$ cat config.mk
export PLATFORM = sky130hd
export DESIGN_NAME = nibble_serial_adder
export DESIGN_NICKNAME = d
export VERILOG_FILES = /design/src/rtl/adder_pkg.sv /design/src/rtl/carry_lookahead_adder_4bits.sv /design/src/rtl/nibble_serial_adder.sv
export SDC_FILE = /design/constraint.sdc
export NUM_CORES = 1
export LEC_CHECK = 0
export CAP_MARGIN = 10
export CORE_MARGIN = 2
export CORE_UTILIZATION = 45
export CTS_CLUSTER_DIAMETER = 200
export DETAILED_ROUTE_END_ITERATION = 10
export HOLD_SLACK_MARGIN = 0.05
export PLACE_DENSITY = 0.76
export SETUP_SLACK_MARGIN = 0.1
export SYNTH_ARGS = -nofsm -noshare
export SYNTH_HDL_FRONTEND = slang
export SYNTH_SLANG_ARGS = --single-unit
$ cat constraint.sdc
create_clock -name clk -period 1.5 [get_ports clk]
set_input_delay 0.375 -clock clk [delete_from_list [all_inputs] [get_ports clk]]
set_output_delay 0.375 -clock clk [all_outputs]
set_load 0.02 [all_outputs]
$ cat src/rtl/adder_pkg.sv
// adder_pkg: shared types, constants and helpers for the serial adder datapath
package adder_pkg;
  localparam int NIBBLE_W = 4;
  typedef enum logic [1:0] {IDLE = 2'd0, BUSY = 2'd1, DONE = 2'd2} serial_state_t;
  function automatic int clog2(input int v);
    int r;
    r = 0;
    for (int x = v - 1; x > 0; x = x >> 1) r++;
    return r;
  endfunction
endpackage

$ cat src/rtl/carry_lookahead_adder_4bits.sv
// carry_lookahead_adder_4bits: 4-bit lookahead adder slice with group propagate/generate
module carry_lookahead_adder_4bits (
  input  logic [3:0] a,
  input  logic [3:0] b,
  input  logic       carry_in,
  output logic [3:0] sum,
  output logic       carry_out,
  output logic       PG,
  output logic       GG
);
  logic [3:0] p, g, c;
  // flat lookahead carries so the slice is one gate level deep per carry
  always_comb begin
    p = a ^ b;
    g = a & b;
    c[0] = carry_in;
    c[1] = g[0] | (p[0] & carry_in);
    c[2] = g[1] | (p[1] & g[0]) | (p[1] & p[0] & carry_in);
    c[3] = g[2] | (p[2] & g[1]) | (p[2] & p[1] & g[0]) | (p[2] & p[1] & p[0] & carry_in);
    PG = &p;
    GG = g[3] | (p[3] & g[2]) | (p[3] & p[2] & g[1]) | (p[3] & p[2] & p[1] & g[0]);
    carry_out = GG | (PG & carry_in);
    sum = p ^ c;
  end
endmodule

$ cat src/rtl/nibble_serial_adder.sv
// nibble_serial_adder: WIDTH-bit add computed one nibble per cycle through a single 4-bit slice
module nibble_serial_adder
  import adder_pkg::*;
#(
  parameter int WIDTH = 32
) (
  input  logic             clk,
  input  logic             rst_n,
  input  logic             in_valid,
  output logic             in_ready,
  input  logic [WIDTH-1:0] in0,
  input  logic [WIDTH-1:0] in1,
  input  logic             carry_in,
  output logic             out_valid,
  input  logic             out_ready,
  output logic [WIDTH-1:0] sum,
  output logic             carry_out,
  output logic             overflow
);
  localparam int NIB = WIDTH / NIBBLE_W;
  localparam int CW = clog2(NIB);
  if ((WIDTH % NIBBLE_W) != 0 || WIDTH < 8) begin : g_bad_width
    $error("nibble_serial_adder: WIDTH must be a multiple of 4 and at least 8");
  end
  serial_state_t state;
  logic [CW-1:0] cnt;
  logic [WIDTH-1:0] a_r, b_r, sum_r;
  logic carry_r, sign_a, sign_b, carry_out_r, overflow_r;
  logic [NIBBLE_W-1:0] slice_sum;
  logic slice_co, slice_pg_unused, slice_gg_unused;
  logic last;
  carry_lookahead_adder_4bits u_slice (
    .a        (a_r[NIBBLE_W-1:0]),
    .b        (b_r[NIBBLE_W-1:0]),
    .carry_in (carry_r),
    .sum      (slice_sum),
    .carry_out(slice_co),
    .PG       (slice_pg_unused),
    .GG       (slice_gg_unused)
  );
  assign last = cnt == CW'(NIB - 1);
  assign in_ready = state == IDLE;
  assign out_valid = state == DONE;
  assign sum = sum_r;
  assign carry_out = carry_out_r;
  assign overflow = overflow_r;
  // capture on accept, shift one nibble per BUSY cycle, freeze results in DONE
  always_ff @(posedge clk or negedge rst_n) begin
    if (!rst_n) begin
      state <= IDLE;
      cnt <= '0;
      a_r <= '0;
      b_r <= '0;
      sum_r <= '0;
      carry_r <= 1'b0;
      sign_a <= 1'b0;
      sign_b <= 1'b0;
      carry_out_r <= 1'b0;
      overflow_r <= 1'b0;
    end else begin
      case (state)
        IDLE: if (in_valid) begin
          a_r <= in0;
          b_r <= in1;
          carry_r <= carry_in;
          sign_a <= in0[WIDTH-1];
          sign_b <= in1[WIDTH-1];
          cnt <= '0;
          state <= BUSY;
        end
        BUSY: begin
          sum_r <= {slice_sum, sum_r[WIDTH-1:NIBBLE_W]};
          a_r <= a_r >> NIBBLE_W;
          b_r <= b_r >> NIBBLE_W;
          carry_r <= slice_co;
          cnt <= cnt + 1'b1;
          if (last) begin
            state <= DONE;
            carry_out_r <= slice_co;
            overflow_r <= (sign_a == sign_b) & (slice_sum[NIBBLE_W-1] != sign_a);
          end
        end
        DONE: if (out_ready) state <= IDLE;
        default: state <= IDLE;
      endcase
    end
  end
endmodule

---- Word-level counts from Yosys, hierarchy flattened ----
Index checks and enable logic that the tools add are counted.
cells by class
  $add $sub $neg .......................... 1
  multiply operators ...................... 0
  div/mod/pow operators ................... 0
  magnitude comparators ................... 0
  equal/unequal tests ..................... 8
  shift operators ......................... 0
  muxes and demuxes ....................... 12
  bitwise operators ....................... 29
  reduce and logical (&&, ||, !) cells .... 7
operators by type and width
  kind                                                             count
  32-bit one-hot mux with 2 select lines                           2
  32-bit 2-to-1 mux                                                2
  1-bit AND                                                        16
  1-bit bitwise OR                                                 10
  4-bit XOR                                                        2
  2-bit 2-to-1 mux                                                 3
  2-bit one-hot mux with 3 select lines                            1
  3-bit one-hot mux with 2 select lines                            1
  2-bit AND reduction                                              3
  4-bit AND                                                        1
  2-bit != test, second input constant                             2
  4-bit AND reduction                                              1
  3-bit by 1-bit adder with 3-bit output, second input constant    1
  3-bit == test, second input constant                             1
  3-bit 2-to-1 mux                                                 1
  3-bit AND reduction                                              1
  2-bit by 1-bit == test with 1-bit output, second input constant  1
  2-bit == test, second input constant                             1
  2-bit zero test                                                  1
  2-bit by 1-bit != test with 1-bit output, second input constant  1
  1-bit one-hot mux with 2 select lines                            1
  2-bit nonzero test                                               1
  1-bit == test                                                    1
  1-bit 2-to-1 mux                                                 1
  1-bit != test                                                    1
word-level totals
  register bits ........................... 106
  latch bits .............................. 0
  memory bits (writable) .................. 0
  ROM bits ................................ 0
  output and inout bits ................... 36
  memories ................................ 0

---- Logic depth before layout (Yosys ltp) ----
Gate-level depths: netlist of run 1.
  depth after elaboration ................. 8
  gate-level depth with buffers ........... 6
  mapped depth without buffers ............ 6

---- Hierarchy ----
Synthesis of run 1 repeated with hierarchy kept, for this count alone.
second synthesis, totals
  cell total of the unflattened synthesis .. 514
  area total of the unflattened synthesis .. 4817.1 sq um
modules (own cells, without submodules)
  module                       instances  cells an instance  area each (sq um)
  nibble_serial_adder          1          492                4634.4
  carry_lookahead_adder_4bits  1          22                 182.7

---- Least setup slack after synthesis of run 1 ----
Ideal clock, no wire load.
  path kind ............................... register to register
  start point ............................. reg a_r[0]
  end point ............................... reg overflow_r (netlist: overflow)
  setup time .............................. 69 ps
  data arrival time ....................... 1642 ps
  path slack .............................. -211 ps
  stages on the path, launching flop included .. 6
  path buffers ............................ 0
  path through ............................ dfrtp_1 ha_1 a21o_1 and4_1 or4_1 nand3_1
between the ends
  word-level cells in the longest chain between the ends .. 7
  elaborated cells on any way between the ends .. 10
  those cells by class .................... eq/ne: 1; bitwise: 9
ends and longest elaborated chain
  item                                           RTL line                                                              source
  start, declared                                nibble_serial_adder.sv:27                                             logic [WIDTH-1:0] a_r, b_r, sum_r;
  start signal, assigned                         nibble_serial_adder.sv:63                                             a_r <= in0;
  start signal, assigned                         nibble_serial_adder.sv:73                                             a_r <= a_r >> NIBBLE_W;
  4-bit AND or 4-bit XOR (tied branches)         carry_lookahead_adder_4bits.sv:15, carry_lookahead_adder_4bits.sv:14
  1-bit AND                                      carry_lookahead_adder_4bits.sv:19                                     c[3] = g[2] | (p[2] & g[1]) | (p[2] & p[1] & g[0]) | (p[2] & p[1] & p[0] & carry_in);
  1-bit bitwise OR or 1-bit AND (tied branches)  carry_lookahead_adder_4bits.sv:19
  1-bit bitwise OR *                             carry_lookahead_adder_4bits.sv:19
  4-bit XOR *                                    carry_lookahead_adder_4bits.sv:23                                     sum = p ^ c;
  1-bit != test *                                nibble_serial_adder.sv:80                                             overflow_r <= (sign_a == sign_b) & (slice_sum[NIBBLE_W-1] != sign_a);
  1-bit AND *                                    nibble_serial_adder.sv:80
  end signal, assigned                           nibble_serial_adder.sv:80
  end, declared                                  nibble_serial_adder.sv:28                                             logic carry_r, sign_a, sign_b, carry_out_r, overflow_r;
Every way passes the cells marked *; elsewhere a longest branch is shown, timed or not.
A chain may end at the register's enable or synchronous reset.

---- Worst setup path after layout of run 1 ----
  start point ............................. reg cnt[1]
  end point ............................... reg overflow_r (netlist: overflow)
between the ends
  word-level cells in the longest chain between the ends .. 2
ends and longest elaborated chain
  item                                  RTL line                   source
  start, declared                       nibble_serial_adder.sv:26  logic [CW-1:0] cnt;
  start signal, assigned                nibble_serial_adder.sv:76  cnt <= cnt + 1'b1;
  3-bit == test                         nibble_serial_adder.sv:41  assign last = cnt == CW'(NIB - 1);
  2-bit AND reduction (no source line)  --
Every way passes these cells.

==> results.ini, run 1 <==
[worst_setup_path]
cpLargestDelayFamily = simple AND/OR/NAND/NOR gates
critical_path_peak_fanout = 2
cp-start-kind = flip-flop
path_class = reg -> reg
required_ns = 1.83
slowest_delay_ns = 0.44
crit_buf_inv = 0
crit_chain = ha_1 -> ha_4 -> nand3b_4 -> or3_1 -> or4_4 -> nand3_2
r2r_cells = 6
cp.depth = 6
slowest_stage = or4_4
critPathCaptureType = flip-flop
arrival_ns = 2.06

[finish]
antenna_cells = 0
mostFrequentLayoutCells = nand2_1 (161), dfrtp_1 (105), clkdlybuf4s50_1 (67)
final_layout_size_suffix_gt1_share_pct = 25.9
fin_util_pct = 67.6
layout_commonest_cell = nand2_1
finish.net_count = 705
final_cell_area_sq_um = 6890
area_growth_pct = 47.5

[timing]
finalCriticalPeriod_ns = 1.73
slew_viol_final = 0
setup_violations = 66
fin_ws_ns = -0.230
tightest_slew_ns = 0.233
fmax_mhz = 578
slew_headroom_pct = 84.3
rsz0062_at_grt = true
timing.setup.tns_ns = -6.30
fin_skew_ns = 0.0151
finalHoldViolCount = 0
post-route-period-util_pct = 115

[global_route]
grtUsageTotal_pct = 20.9
grt_max_degree = 56
gr-usage-met3_pct = 4.08
grt_pass1_vias = 3736
overflow = 0
grt_pass1_wl_microns = 18500
use_met1_pct = 28.9
busiest_layer = met2
antenna_found_initial = 0
grtUsageMet2_pct = 33.5

[yosys]
yosysUniqueCellTypes = 32
syn_area_sq_um = 4670
synth_area_leader_cell = dfrtp_1
syn_nets = 547
synth_top_family_by_area = simple AND/OR/NAND/NOR gates
synth_mux_area_share_pct = 12.1
yosysWarnings = 0
synthAdderAreaFrac_pct = 2.04
async_flop_share_pct = 100
synth_edf_count = 0
synth_cells = 471
yosys_register_bits = 106
synth_compound_area_share_pct = 9.84
ys.flop_type = dfrtp_1
synth_xor_area_share_pct = 0.188
ys_seq_area_share_pct = 56.8
synth_top_area_share_pct = 56.8
ys_top_cells_by_area = dfrtp_1 (57%), nand2_1 (13%), mux2i_1 (12%), o21ai_0 (7.8%), ha_1 (1.6%)
yosys.area_share.simple_pct = 15.5
syn-mean-instance-area_sq_um = 9.91

[floorplanning]
io_pins = 105
die_y_microns = 106
die_w_microns = 106
start_util_pct = 45.8
dieArea_sq_um = 11200
core_area_sq_um = 10200
fp-row-count = 37

[clock_tree]
cts_tree = done
cts_made_buffers = 9
clk_path_buf_depth = 2
clkTransAtPathRegs_ns = 0.11
ctsRootBufferMaster = clkbuf_8
h-tree-depth = 3
clkLatencyLatePin_ns = 0.38
clkSinkCount = 106

[place]
postPlaceCellArea_sq_um = 6120
dp_hpwl_microns = 7220
io_buffers = 104
pre_cts_slack_ns = -0.376
gp_congestion = 0.862

[power_and_ir_drop]
power.leakage_nw = 3.20
ir_drop_v = 0.000962
p_total_mw = 13.3
cellPowerDensity_nw_per_um2 = 1930

[run]
maxCapViolCount = 0

[detailed_routing]
vias = 3863
wire_per_inst_microns = 15.3
dr.pass1.iters = 4
drtAntennaViolNets = 0
vias_per_cell = 5.02
drt_iter0_markers = 196
drc = 0
totalWireLength_microns = 11800

[run_status]
status = complete, but fails checks
violations = negative setup slack

[hold_path]
hold_path_class = in -> async

## repair_timing
item,CTS,global route
gates resized for setup,239,48
setup endpoints to repair,106,109
buffers inserted,21,11
gates cloned,6,2
endpoints found under the hold margin,106,0
hold buffers,1,0
pin swaps,8,17
## per-stage QoR
step	cells	hold WS, ns
final	770	0.338
after global routing	770	0.337
after global placement	713	0.199
after detailed placement	713	0.197
after floorplan	471	0.0794
after CTS	757	0.347
## registers in the layout (all words and copies together), names as in the netlist, 2 cells and up
name   cells
sum       32
b_r       32
cnt        3
state      2
a_r       32
## report_power, final
part	internal, mW	total, mW	switching [mW]
Sequential	3.99	4.72	0.739
Combinational	3.32	6.84	3.52
Clock	0.636	1.70	1.06
Total	7.94	13.3	5.32
## cell families (layout without fill, tap and decap cells)
kind of cell / Yosys count / count (layout)
and+or+nand+nor: 181 / 181
DFF: 106 / 106
AOI/OAI and AO/OA: 86 / 86
muxes: 56 / 56
buffers and inverters: 34 / 197
adders and majority gates: 7 / 7
xor gates and xnor gates: 1 / 1
## cell usage after synthesis, drive strengths merged, types with 2 or more instances
library cell	n
mux2i	54
a22o	2
a211oi	2
a21oi	3
nor2b	2
clkbuf	12
o21ai	73
buf	18
ha	6
mux2	2
nor2	6
nand2	164
dfrtp	106
inv	4
## area by class of cell
class                           instances  area, sq um
Inverter                                4         15.0
Sequential cell                       106         2650
Clock buffer                            9          124
Tap cell                              136          170
Multi-Input combinational cell        331         2050
Timing Repair Buffer                  177         1810
Clock inverter                          7         61.3
Fill cell                             780         3300
## path summary, 6_finish.rpt
path                          from  endpoint  slack [ns]
max in group asynchronous    rst_n    a_r[7]        0.72
max reg2reg                 cnt[1]  overflow       -0.23
min                          rst_n  state[1]        0.34
max                         cnt[1]  overflow       -0.23
min reg2reg                a_r[28]   a_r[24]        0.48
min in group clk           a_r[28]   a_r[24]        0.48
## routing by layer
layer  up-vias  routed length (microns)
li1       1888                        -
met2       105                     5550
met1      1843                     5420
met3        27                      481
met4         0                      309
met5         -                        0
No activity file was read; power rests on OpenSTA's default activity.
==> inputs of run 2 (changes only) <==
--- a/config.mk
+++ b/config.mk
@@ -6,6 +6,7 @@
 export NUM_CORES = 1
 export LEC_CHECK = 0
 export CAP_MARGIN = 10
+export CORE_ASPECT_RATIO = 1.2
 export CORE_MARGIN = 2
 export CORE_UTILIZATION = 45
 export CTS_CLUSTER_DIAMETER = 200
==> run 2 against run 1 <==
Compared with the run above: the flow still finishes with violations (negative setup slack); register-to-register slack about the same; combinational power up 34%; hold slack better by 0.14 ns; sequential share of layout area decreased by 3.6 points; power is 22% higher; die area barely moved; clock skew is 0.0082 ns lower; fmax decreased by 0.31%; largest power group unchanged.
==> results.ini, run 2 (same netlist as run 1, synthesis figures left out) <==
[worst_setup_path]
r2r-end = overflow
cp.depth = 5
crit_chain = ha_4 -> a21o_1 -> and4_4 -> or4_4 -> nand3_2
crit_buf_inv = 0
r2r_cells = 5
slowest_stage = or4_4
cp-start-kind = flip-flop
arrival_ns = 2.03
r2r_start = b_r[0]
critical_path_peak_fanout = 3
cpLargestDelayFamily = simple AND/OR/NAND/NOR gates
slowest_delay_ns = 0.54
required_ns = 1.79
r2r_setup_slack_ns = -0.24
critPathCaptureType = flip-flop
path_class = reg -> reg

[clock_tree]
ctsRootBufferMaster = clkbuf_16
clkSinkCount = 106
cts_made_buffers = 9
clkTransAtPathRegs_ns = 0.07
cts_tree = done
h-tree-depth = 3
clkLatencyLatePin_ns = 0.35
clk_path_buf_depth = 2

[timing]
slew_viol_final = 0
fmax_mhz = 576
tightest_slew_ns = 0.372
finalCriticalPeriod_ns = 1.74
finalHoldViolCount = 0
rsz0062_at_grt = true
slew_headroom_pct = 75.2
setup_violations = 84
fin_ws_ns = -0.236
fin_skew_ns = 0.00684
post-route-period-util_pct = 116

[detailed_routing]
vias_per_cell = 5.62
vias = 4358
dr.pass1.iters = 5
drtAntennaViolNets = 0
drc = 0
wire_per_inst_microns = 19.9
drt_iter0_markers = 271
totalWireLength_microns = 15400

[place]
pre_cts_slack_ns = -0.389
io_buffers = 104
gp_congestion = 0.765
dp_hpwl_microns = 7610

[finish]
layout_commonest_cell = nand2_1
area_growth_pct = 62.7
finish.net_count = 720
final_layout_size_suffix_gt1_share_pct = 30.7
antenna_cells = 0
mostFrequentLayoutCells = nand2_1 (158), dfrtp_1 (103), clkdlybuf4s50_1 (66)
num-fill-cells = 605

[floorplanning]
die_y_microns = 116
die_w_microns = 97.0
start_util_pct = 46.4
core_area_sq_um = 10100
io_pins = 105
dieArea_sq_um = 11200
fp-row-count = 40

[power_and_ir_drop]
cellPowerDensity_nw_per_um2 = 2140
power.leakage_nw = 3.48
ir_drop_v = 0.000899
p_total_mw = 16.2

[hold_path]
hp-start = sum[0]
hold_path_class = reg -> reg
worstHoldEndpoint = sum[0]
whs_path_depth = 2

[global_route]
antenna_found_initial = 0
grt_max_degree = 70
grt_pass1_wl_microns = 22500
grt_pass1_vias = 4465
overflow = 0
grtUsageTotal_pct = 25.6

[run_status]
status = complete, but fails checks
violations = negative setup slack

[run]
maxCapViolCount = 0

run 2: metal layers:
| layer | global-route usage (%) | up-vias | share of wire (%) |
|---|---|---|---|
| met5 | 0 | - | 0 |
| met4 | 11.3 | 0 | 4.2 |
| met3 | 4.83 | 63 | 5.4 |
| met2 | 47.7 | 193 | 53 |
| met1 | 28.8 | 2179 | 38 |
| li1 | - | 1923 | - |
run 2: through the flow:
step	TNS [ns]	hold slack [ns]	utilization [%]	cells	cell area, sq um
after detailed placement	-21.89	0.368	60.7	707	6110
after floorplan	-0.125	0.0794	-	471	4670
after CTS	-6.27	0.480	72.6	759	7300
after global routing	-13.08	0.507	75.5	775	7590
after global placement	-19.77	0.365	60.7	707	6110
final	-8.53	0.477	75.5	775	7590
run 2: cell type report:
type,count,area (sq um),share of cell area [%]
Clock buffer,11,243,3.20
Clock inverter,5,30.0,0.395
Inverter,4,15.0,0.198
Multi-Input combinational cell,331,2200,28.9
Sequential cell,106,2660,35.0
Tap cell,126,158,2.08
Timing Repair Buffer,192,2300,30.2
run 2: worst max-delay path by stage:
stage                     endpoint      from
after floorplan           overflow    b_r[0]
after CTS                 overflow    cnt[0]
after detailed placement    a_r[5]  in_valid
after global placement      a_r[5]  in_valid
after global routing        b_r[8]  state[0]
final                     overflow    b_r[0]
run 2: what timing repair did:
action,in CTS,in global routing
setup endpoints to repair,140,123
buffers inserted,20,17
endpoints found under the hold margin,37,0
hold buffers,1,0
gates cloned,16,2
pin swaps,19,20
resized for setup,243,82
run 2: report_power, final:
group	switching [mW]	total, mW	internal, mW	leakage [nW]
clock	1.05	2.21	1.16	0.131
combinational	4.28	9.14	4.86	1.97
sequential	0.871	4.87	4.00	1.38
total	6.20	16.2	10.0	3.48
run 2: worst register-to-register path, cell delays in order, from the launching register on:
cell     delay (ns)
dfrtp_1        0.42
ha_4           0.26
a21o_1         0.19
and4_4         0.18
or4_4          0.54
nand3_2        0.09
